--- config.mk ---
export PLATFORM = sky130hd
export DESIGN_NAME = invert_ctrl
export DESIGN_NICKNAME = d
export VERILOG_FILES = /design/src/rtl/invert_pkg.sv /design/src/rtl/invert_lat_cnt.sv /design/src/rtl/invert_ctrl.sv
export SDC_FILE = /design/constraint.sdc
export NUM_CORES = 1
export LEC_CHECK = 0
export CAP_MARGIN = 25
export CORE_ASPECT_RATIO = 1.5
export CORE_MARGIN = 3
export CORE_UTILIZATION = 45
export CTS_BUF_LIST = sky130_fd_sc_hd__clkbuf_8
export DETAILED_ROUTE_END_ITERATION = 12
export PLACE_DENSITY = 0.75
export SLEW_MARGIN = 5
export SYNTH_ARGS = -nofsm -noshare
export SYNTH_HDL_FRONTEND = slang
export SYNTH_SLANG_ARGS = --single-unit
--- constraint.sdc ---
create_clock -name clk -period 2.08 [get_ports clk]
set_input_delay 0.416 -clock clk [delete_from_list [all_inputs] [get_ports clk]]
set_output_delay 0.416 -clock clk [all_outputs]
set_load 0.005 [all_outputs]
--- src/rtl/invert_pkg.sv ---
// Shared types and constants for the invert sweep controller.
package invert_pkg;

    typedef enum logic [2:0] {
        ST_IDLE,
        ST_LAUNCH,
        ST_WAIT,
        ST_CAPTURE,
        ST_DONE
    } state_t;

    localparam int DEF_WIDTH = 8;

    // Wide enough for any practical WIDTH; users slice the low bits.
    localparam logic [63:0] RES_ALL_ONES = '1;

endpackage

--- src/rtl/invert_lat_cnt.sv ---
// Latency down-counter: loadable, decrements on request, flags a count of one.
module invert_lat_cnt #(
    parameter int CW = 4
) (
    input  logic          clk,
    input  logic          rst,
    input  logic          load,
    input  logic [CW-1:0] load_val,
    input  logic          dec,
    output logic          at_one
);

    logic [CW-1:0] cnt_q;
    logic [CW-1:0] cnt_d;

    always_comb begin
        cnt_d = cnt_q;
        if (load) begin
            cnt_d = load_val;
        end else if (dec) begin
            cnt_d = cnt_q - CW'(1);
        end
    end

    always_ff @(posedge clk) begin
        if (rst) begin
            cnt_q <= '0;
        end else begin
            cnt_q <= cnt_d;
        end
    end

    assign at_one = (cnt_q == CW'(1));

endmodule

--- src/rtl/invert_ctrl.sv ---
// Sweep controller feeding the invert stage and collecting its (y, x) results.
// Optional macro INVERT_CTRL_SKIP_ZERO_EN: y=0 is not launched; its result is reported as all-ones.
//
// state   | meaning
// IDLE    | waiting for en; y=0
// LAUNCH  | drive y=cur with a one-cycle start
// WAIT    | hold y while invert computes
// CAPTURE | sample x, register the (cur, x) result, advance or finish
// DONE    | one cycle after the last capture; done pulses the cycle after
module invert_ctrl
    import invert_pkg::*;
#(
    parameter int WIDTH   = DEF_WIDTH,
    parameter int LATENCY = 16,
    parameter int Y_START = 1,
    parameter int Y_END   = 255
) (
    input  logic             clk,
    input  logic             rst,
    input  logic             en,
    input  logic [WIDTH-1:0] x,
    output logic [WIDTH-1:0] y,
    output logic             start,
    output logic [WIDTH-1:0] res_y,
    output logic [WIDTH-1:0] res_x,
    output logic             res_valid,
    output logic             busy,
    output logic             done
);

    generate
        if (LATENCY < 1 || Y_END < Y_START || Y_START < 0 || Y_END > (2 ** WIDTH) - 1) begin : g_bad_param
            $error("invert_ctrl: illegal LATENCY / Y_START / Y_END combination");
        end
    endgenerate

    localparam int               CW      = (LATENCY > 1) ? $clog2(LATENCY) : 1;
    localparam logic [CW-1:0]    LOAD    = CW'(LATENCY - 1);
    localparam logic [WIDTH-1:0] Y_FIRST = WIDTH'(Y_START);
    localparam logic [WIDTH-1:0] Y_LAST  = WIDTH'(Y_END);

    state_t           state_q, state_d;
    logic [WIDTH-1:0] cur_q, cur_d;
    logic [WIDTH-1:0] res_y_q, res_y_d;
    logic [WIDTH-1:0] res_x_q, res_x_d;
    logic             res_valid_q, res_valid_d;
    logic             done_q, done_d;
    logic             cnt_load;
    logic             cnt_dec;
    logic             cnt_at_one;
    logic             skip_zero;

`ifdef INVERT_CTRL_SKIP_ZERO_EN
    assign skip_zero = (cur_q == '0);
`else
    assign skip_zero = 1'b0;
`endif

    invert_lat_cnt #(
        .CW (CW)
    ) u_lat_cnt (
        .clk      (clk),
        .rst      (rst),
        .load     (cnt_load),
        .load_val (LOAD),
        .dec      (cnt_dec),
        .at_one   (cnt_at_one)
    );

    always_comb begin
        state_d     = state_q;
        cur_d       = cur_q;
        res_y_d     = res_y_q;
        res_x_d     = res_x_q;
        res_valid_d = 1'b0;
        done_d      = 1'b0;
        cnt_load    = 1'b0;
        cnt_dec     = 1'b0;
        y           = '0;
        start       = 1'b0;
        case (state_q)
            ST_IDLE: begin
                if (en) begin
                    state_d = ST_LAUNCH;
                    cur_d   = Y_FIRST;
                end
            end
            ST_LAUNCH: begin
                y = cur_q;
                if (skip_zero) begin
                    state_d = ST_CAPTURE;
                end else begin
                    start = 1'b1;
                    if (LATENCY == 1) begin
                        state_d = ST_CAPTURE;
                    end else begin
                        state_d  = ST_WAIT;
                        cnt_load = 1'b1;
                    end
                end
            end
            ST_WAIT: begin
                y = cur_q;
                if (cnt_at_one) begin
                    state_d = ST_CAPTURE;
                end else begin
                    cnt_dec = 1'b1;
                end
            end
            ST_CAPTURE: begin
                y           = cur_q;
                res_valid_d = 1'b1;
                res_y_d     = cur_q;
                res_x_d     = skip_zero ? RES_ALL_ONES[WIDTH-1:0] : x;
                if (cur_q == Y_LAST) begin
                    state_d = ST_DONE;
                end else begin
                    cur_d   = cur_q + WIDTH'(1);
                    state_d = ST_LAUNCH;
                end
            end
            ST_DONE: begin
                // done is registered so it lands after the final res_valid, never with it.
                done_d  = 1'b1;
                state_d = ST_IDLE;
            end
            default: begin
                state_d = ST_IDLE;
            end
        endcase
    end

    always_ff @(posedge clk) begin
        if (rst) begin
            state_q     <= ST_IDLE;
            cur_q       <= Y_FIRST;
            res_y_q     <= '0;
            res_x_q     <= '0;
            res_valid_q <= 1'b0;
            done_q      <= 1'b0;
        end else begin
            state_q     <= state_d;
            cur_q       <= cur_d;
            res_y_q     <= res_y_d;
            res_x_q     <= res_x_d;
            res_valid_q <= res_valid_d;
            done_q      <= done_d;
        end
    end

    assign res_y     = res_y_q;
    assign res_x     = res_x_q;
    assign res_valid = res_valid_q;
    assign done      = done_q;
    assign busy      = (state_q != ST_IDLE);

endmodule
* Yosys cells after proc, flatten, opt, wreduce, memory -nomap -nowiden
Cells that the tools add are included.
Operators by class: mux-type cells 15, equality and inequality tests 9, add/sub/neg operators 2, reduce and logical (&&, ||, !) cells 7
Operator list (count):
- 2-to-1 mux 8 bit | 3
- one-hot mux 8 bit (2 select lines) | 1
- one-hot mux 3 bit (4 select lines) | 1
- 2-to-1 mux 3 bit | 3
- adder 8 x 1 -> 8 bit (second input constant) | 1
- == test 8 bit (second input constant) | 1
- 2-to-1 mux 4 bit | 2
- == test 3 x 2 -> 1 bit (second input constant) | 2
- != test 2 bit (second input constant) | 3
- 2-to-1 mux 1 bit | 5
- == test 4 x 1 -> 1 bit (second input constant) | 1
- nonzero test 2 bit | 2
- subtractor 4 x 1 -> 4 bit (second input constant) | 1
- == test 3 x 1 -> 1 bit (second input constant) | 1
- == test 3 bit (second input constant) | 1
- logical NOT 3 bit | 1
- AND reduction 3 bit | 1
- nonzero test 3 bit | 1
- OR reduction 3 bit | 1
- AND reduction 2 bit | 1
Storage, ports and cells: word-level logic and storage cells 40, flip-flop bits (word level) 33, output and inout port bits 28, input port bits 11

* Logic depth before layout (Yosys ltp)
depth after elaboration 5, gate-level depth with buffers 6, mapped depth without buffers 6

* By module
A second synthesis with hierarchy kept.
Unflattened totals: cell total of the unflattened synthesis 186, area, all modules 1562.7 um2
Modules (own cells, without submodules):
- invert_ctrl | cells an instance 159, area an instance 1316.3 um2, times used 1, sequential area each 580.6 um2
- invert_lat_cnt | cells an instance 27, area an instance 246.5 um2, times used 1, sequential area each 80.1 um2

* Worst setup path before layout
No wires, ideal clock.
path type register to register, start point register cur_q[0], end point register cur_q[7], cell stages (with the launch flop) 7, required time 1.960 ns, library setup time 0.120 ns, arrival time 1.355 ns, clock period less this slack 1.475 ns, setup slack 0.605 ns, cell sequence dfxtp_1 > ha_1 > nand3_1 > o21ai_1 > and3b_1 > buf_2 > a211o_1
On the way: word-level cells in the longest chain between the ends 3, elaborated cells on any way between the ends 6, classes of those cells add/sub: 1; eq/ne: 2; mux: 2; reduce/logical: 1
RTL lines:
- start, declared | RTL line invert_ctrl.sv:43 | logic [WIDTH-1:0] cur_q, cur_d;
- start signal, assigned | RTL line invert_ctrl.sv:143 | cur_q <= cur_d;
- adder 8 x 1 -> 8 bit or == test 8 bit (tied branches) | RTL line invert_ctrl.sv:118, invert_ctrl.sv:115
- 2-to-1 mux 8 bit or != test 2 bit (tied branches)
- one-hot mux 8 bit (2 select lines) or AND reduction 3 bit (tied branches)
Several ways; a longest one is shown, not always the timed one. The select of a mux whose other input is x is not followed. A chain may end at the register's enable or synchronous reset.

* Worst setup path in the final report
start point register state_q[0], end point output port y[1]
On the way: word-level cells in the longest chain between the ends 3, elaborated cells on any way between the ends 5, classes of those cells eq/ne: 3; mux: 1; reduce/logical: 1
RTL lines:
- start, declared | RTL line invert_ctrl.sv:42 | state_t state_q, state_d;
- start signal, assigned | RTL line invert_ctrl.sv:142 | state_q <= state_d;
- == test 3 x 2 -> 1 bit or == test 3 x 1 -> 1 bit (tied branches) | RTL line invert_ctrl.sv:81 | case (state_q)
- OR reduction 3 bit (no line) (*)
- 2-to-1 mux 8 bit (*) | RTL line invert_ctrl.sv:81
- end, declared | RTL line invert_ctrl.sv:22 | output logic [WIDTH-1:0] y,
Every way passes the cells marked *; elsewhere a longest branch is shown, timed or not.

==> run summary <==
The number of iterations in the first detailed-routing pass is 4. The clock insertion delay at the later pin of the skew report came out at just under 0.3 ns. The power density over the cells is 914 nW/um^2.

The via count of the first global-routing pass is 1346. After detailed routing, the number of remaining DRC violations is 0. Adding up every negative setup slack in the final design gives 0 ns. The mapped cell area is 1460 um^2.

TritonCTS created 5 clock buffers. The total grt overflow is 0. The flow ran to the end, and the final reports show no timing, DRC or antenna violations. The largest net degree at the start of global routing came out at 27.

The largest buffer count on any clock path came out at 2. The number of nets with antenna violations after detailed routing came out at 0. The share of the clock period used by the worst path came out at 95.7%. Based on the critical path, the design can be clocked at up to between 0.5 and 0.6 GHz. The data required time of the worst path is 1.66 ns.

Setup repair after global routing could not meet its margin everywhere. The worst setup path is launched from a register. The number of nets in the synthesized netlist is around 190. The initial antenna violation count is 0. The transition time of the tightest slew-check pin is 0.600 ns. On the final layout, the worst clock skew is 0.00187 ns.

After floorplanning, the core was sized to cover 3000 um^2. In the final design database the tool counted 235 nets. The number of warning messages in the yosys log is 0.

The maximum fanout along the worst path came out at 8. Of the cells placed in the final design, the portion with a size suffix greater than 1 is 10.8%. In this run, the number of DRC markers left after iteration 0 of detailed routing was 49. The placed wire-length estimate is approximately 2500 um.

Sequential elements use 45.1% of the synthesized area. The final number of hold-violating endpoints is 0. The area growth from synthesis to layout is 37.4%.

The number of max-cap violations is 0. The number of standard cells after synthesis came out at 179. The tightest min-delay check is of the reg2reg type. The kind of critical path is reg2out. The final weighted congestion of routability-driven global placement came out at 0.871. The routed layout has between 1000 and 1500 vias. The top cell type by area accounts for between 40% and 50% of the synthesized area. The worst hold-check slack came out at 0.455 ns. The clock input transition at the sequential cells of the worst setup and hold paths is 0.07 ns. The antenna diode count is 0. Yosys attributes the largest share of cell area to sky130_fd_sc_hd__dfxtp_1 (45%), sky130_fd_sc_hd__nand2_1 (9.7%), sky130_fd_sc_hd__a21oi_1 (7.2%).

After synthesis the netlist holds a flip-flop and latch count of 33. The detailed-route vias per instance is 5.22. After detailed routing, the average wire length per cell comes to between 10 and 15 um. The relative slew slack came out at roughly three fifths. The highest ir drop seen on vdd is 0.667 mV.

The time the final worst path needs with I/O delays and setup is 1.99 ns. The fill cell total of the finished layout is 270. The maximum level of the CTS H-tree came out at 2. From bottom edge to top edge, the die measures 75.9 um. The total of endpoints with negative setup slack in the final report came out at 0. The count of pins over their slew limit is 0. The count of standard-cell rows is 24. Dividing the synthesized area by the synthesized cell count gives roughly 8 um^2. The first global-routing pass estimated about 5900 um of wire. The number of clock sinks is 33. The master cell of the clock root buffer is sky130_fd_sc_hd__clkbuf_8. The post-detailed-routing wire length is 3450 um.

Summed over all cells, the static leakage comes to 0.827 nW. STA classifies the critical path endpoint as a primary output. The number of distinct library cells after synthesis came out at 36. The top-level port count is 39. The arrival time at the worst endpoint came out at ~1.6 ns. Of all cell types, the one taking the most synthesized area is sky130_fd_sc_hd__dfxtp_1. The initial utilization of the core area, before any placement, comes to a little under 50%. The global-route total usage across every layer is between 20% and 30%. The die extent in x is approximately 53 um. The die covers ~4000 um^2.

The CTS tree is built. The number of buffers added on ports is 38.
layout by cell type, fill, tap and decap left out, types with 5 or more instances in the layout:
cell type                          n
sky130_fd_sc_hd__a21oi_1          21
sky130_fd_sc_hd__and2_1            8
sky130_fd_sc_hd__buf_4             8
sky130_fd_sc_hd__clkbuf_8          5
sky130_fd_sc_hd__clkdlybuf4s50_1  35
sky130_fd_sc_hd__dfxtp_1          31
sky130_fd_sc_hd__inv_1             5
sky130_fd_sc_hd__nand2_1          38
sky130_fd_sc_hd__nand3_1           7
sky130_fd_sc_hd__nor2_1           10
flip-flops by register name (all words and copies together), names as in the netlist:
signal / count
res_valid: 1
cur_q: 8
u_lat_cnt.cnt_q: 4
res_y: 8
res_x: 8
done: 1
state_q: 3
what timing repair did:
action                                  CTS  global route
endpoints found under the setup margin    9             9
setup buffers                             0             2
pin swaps                                 1             2
cloned                                    0             0
gates resized for setup                   4             6
hold buffers                              0             0
cells by family (layout without fill, tap and decap cells):
| group | count (synthesis) | count (layout) | share of synthesized area (%) |
|---|---|---|---|
| XOR/XNOR | 5 | 5 | 2.99 |
| adder cells (fa/ha/maj) | 3 | 3 | 2.56 |
| buffers and inverters | 16 | 59 | 4.87 |
| multiplexers | 2 | 2 | 1.45 |
| AND/OR/NAND/NOR | 86 | 86 | 29.3 |
| AO/OA/AOI/OAI | 34 | 34 | 13.7 |
| flip-flops | 33 | 33 | 45.1 |
critical path, stage by stage, from the launching register on:
cell and delay [ns]:
sky130_fd_sc_hd__dfxtp_1 0.35, sky130_fd_sc_hd__nor2_1 0.09, sky130_fd_sc_hd__nor2_4 0.18, sky130_fd_sc_hd__and2_1 0.16
sky130_fd_sc_hd__clkdlybuf4s50_1 0.50
power breakdown:
group / total [W] / switching [W] / internal, W
clock: 0.000474 / 0.000243 / 0.000230
combinational: 0.000595 / 0.000286 / 0.000309
sequential: 0.000771 / 0.0000620 / 0.000709
total: 0.00184 / 0.000591 / 0.00125
cell usage after synthesis:
master                       n
sky130_fd_sc_hd__nand2_1    38
sky130_fd_sc_hd__dfxtp_1    33
sky130_fd_sc_hd__a21oi_1    21
sky130_fd_sc_hd__nor2_1     11
sky130_fd_sc_hd__and2_1      9
sky130_fd_sc_hd__nand3_1     7
sky130_fd_sc_hd__buf_2       6
sky130_fd_sc_hd__inv_1       5
sky130_fd_sc_hd__and3_1      4
sky130_fd_sc_hd__clkbuf_1    4
sky130_fd_sc_hd__nor3_1      4
sky130_fd_sc_hd__ha_1        3
sky130_fd_sc_hd__xnor2_1     3
sky130_fd_sc_hd__a211o_1     2
sky130_fd_sc_hd__a22o_1      2
sky130_fd_sc_hd__and3b_1     2
sky130_fd_sc_hd__nand3b_1    2
sky130_fd_sc_hd__o21ai_0     2
sky130_fd_sc_hd__o21ai_1     2
sky130_fd_sc_hd__or3b_1      2
sky130_fd_sc_hd__xor2_1      2
sky130_fd_sc_hd__a2bb2oi_1   1
sky130_fd_sc_hd__a31oi_1     1
sky130_fd_sc_hd__a32oi_1     1
sky130_fd_sc_hd__and4_1      1
sky130_fd_sc_hd__buf_4       1
sky130_fd_sc_hd__mux2_2      1
sky130_fd_sc_hd__mux2i_1     1
sky130_fd_sc_hd__nand2b_1    1
sky130_fd_sc_hd__nand4_1     1
sky130_fd_sc_hd__nor3_2      1
sky130_fd_sc_hd__nor3b_2     1
sky130_fd_sc_hd__nor4_1      1
sky130_fd_sc_hd__nor4b_1     1
sky130_fd_sc_hd__o211ai_1    1
sky130_fd_sc_hd__o22a_1      1
layout make-up:
class                   count  area [um^2]  area share [%]
inverters                   5         18.8           0.933
repair buffers             46          448            22.3
well taps                  39         48.8            2.43
clock inverters             3         17.5           0.871
flip-flops and latches     33          666            33.1
clock buffers               5         68.8            3.42
multi-input cells         130          744            37.0
metrics by stage:
step | util (%) | cell area [um^2] | setup slack (ns) | std cells | total power (W)
2_1_floorplan | - | 1460 | 0.605 | 179 | 0.00113
3_3_place_gp | 62.8 | 1890 | 0.245 | 251 | 0.00131
3_5_place_dp | 62.8 | 1890 | 0.202 | 251 | 0.00134
4_1_cts | 66.0 | 1980 | -0.00174 | 259 | 0.00183
5_1_grt | 67.0 | 2010 | -0.0116 | 261 | 0.00197
6_report | 67.0 | 2010 | 0.0895 | 261 | 0.00184
routing by layer:
layer | vias up | track usage [%] | share of wire [%]
li1 | 686 | - | -
met1 | 626 | 22.1 | 41
met2 | 45 | 33.7 | 52
met3 | 6 | 6.65 | 6.2
met4 | 0 | 11.6 | 1.5
met5 | - | 0 | 0
path summary, 6_finish.rpt:
kind / start / to / slack (ns) / cells after the start
worst max-delay path: state_q[0] / y[1] / 0.09 / 4
worst min-delay path: res_y[2] / res_y[2] / 0.45 / 2
worst max register to register: state_q[1] / cur_q[7] / 0.47 / 6
worst min register to register: res_y[2] / res_y[2] / 0.45 / 2
Power figures use the tool's default switching activity.
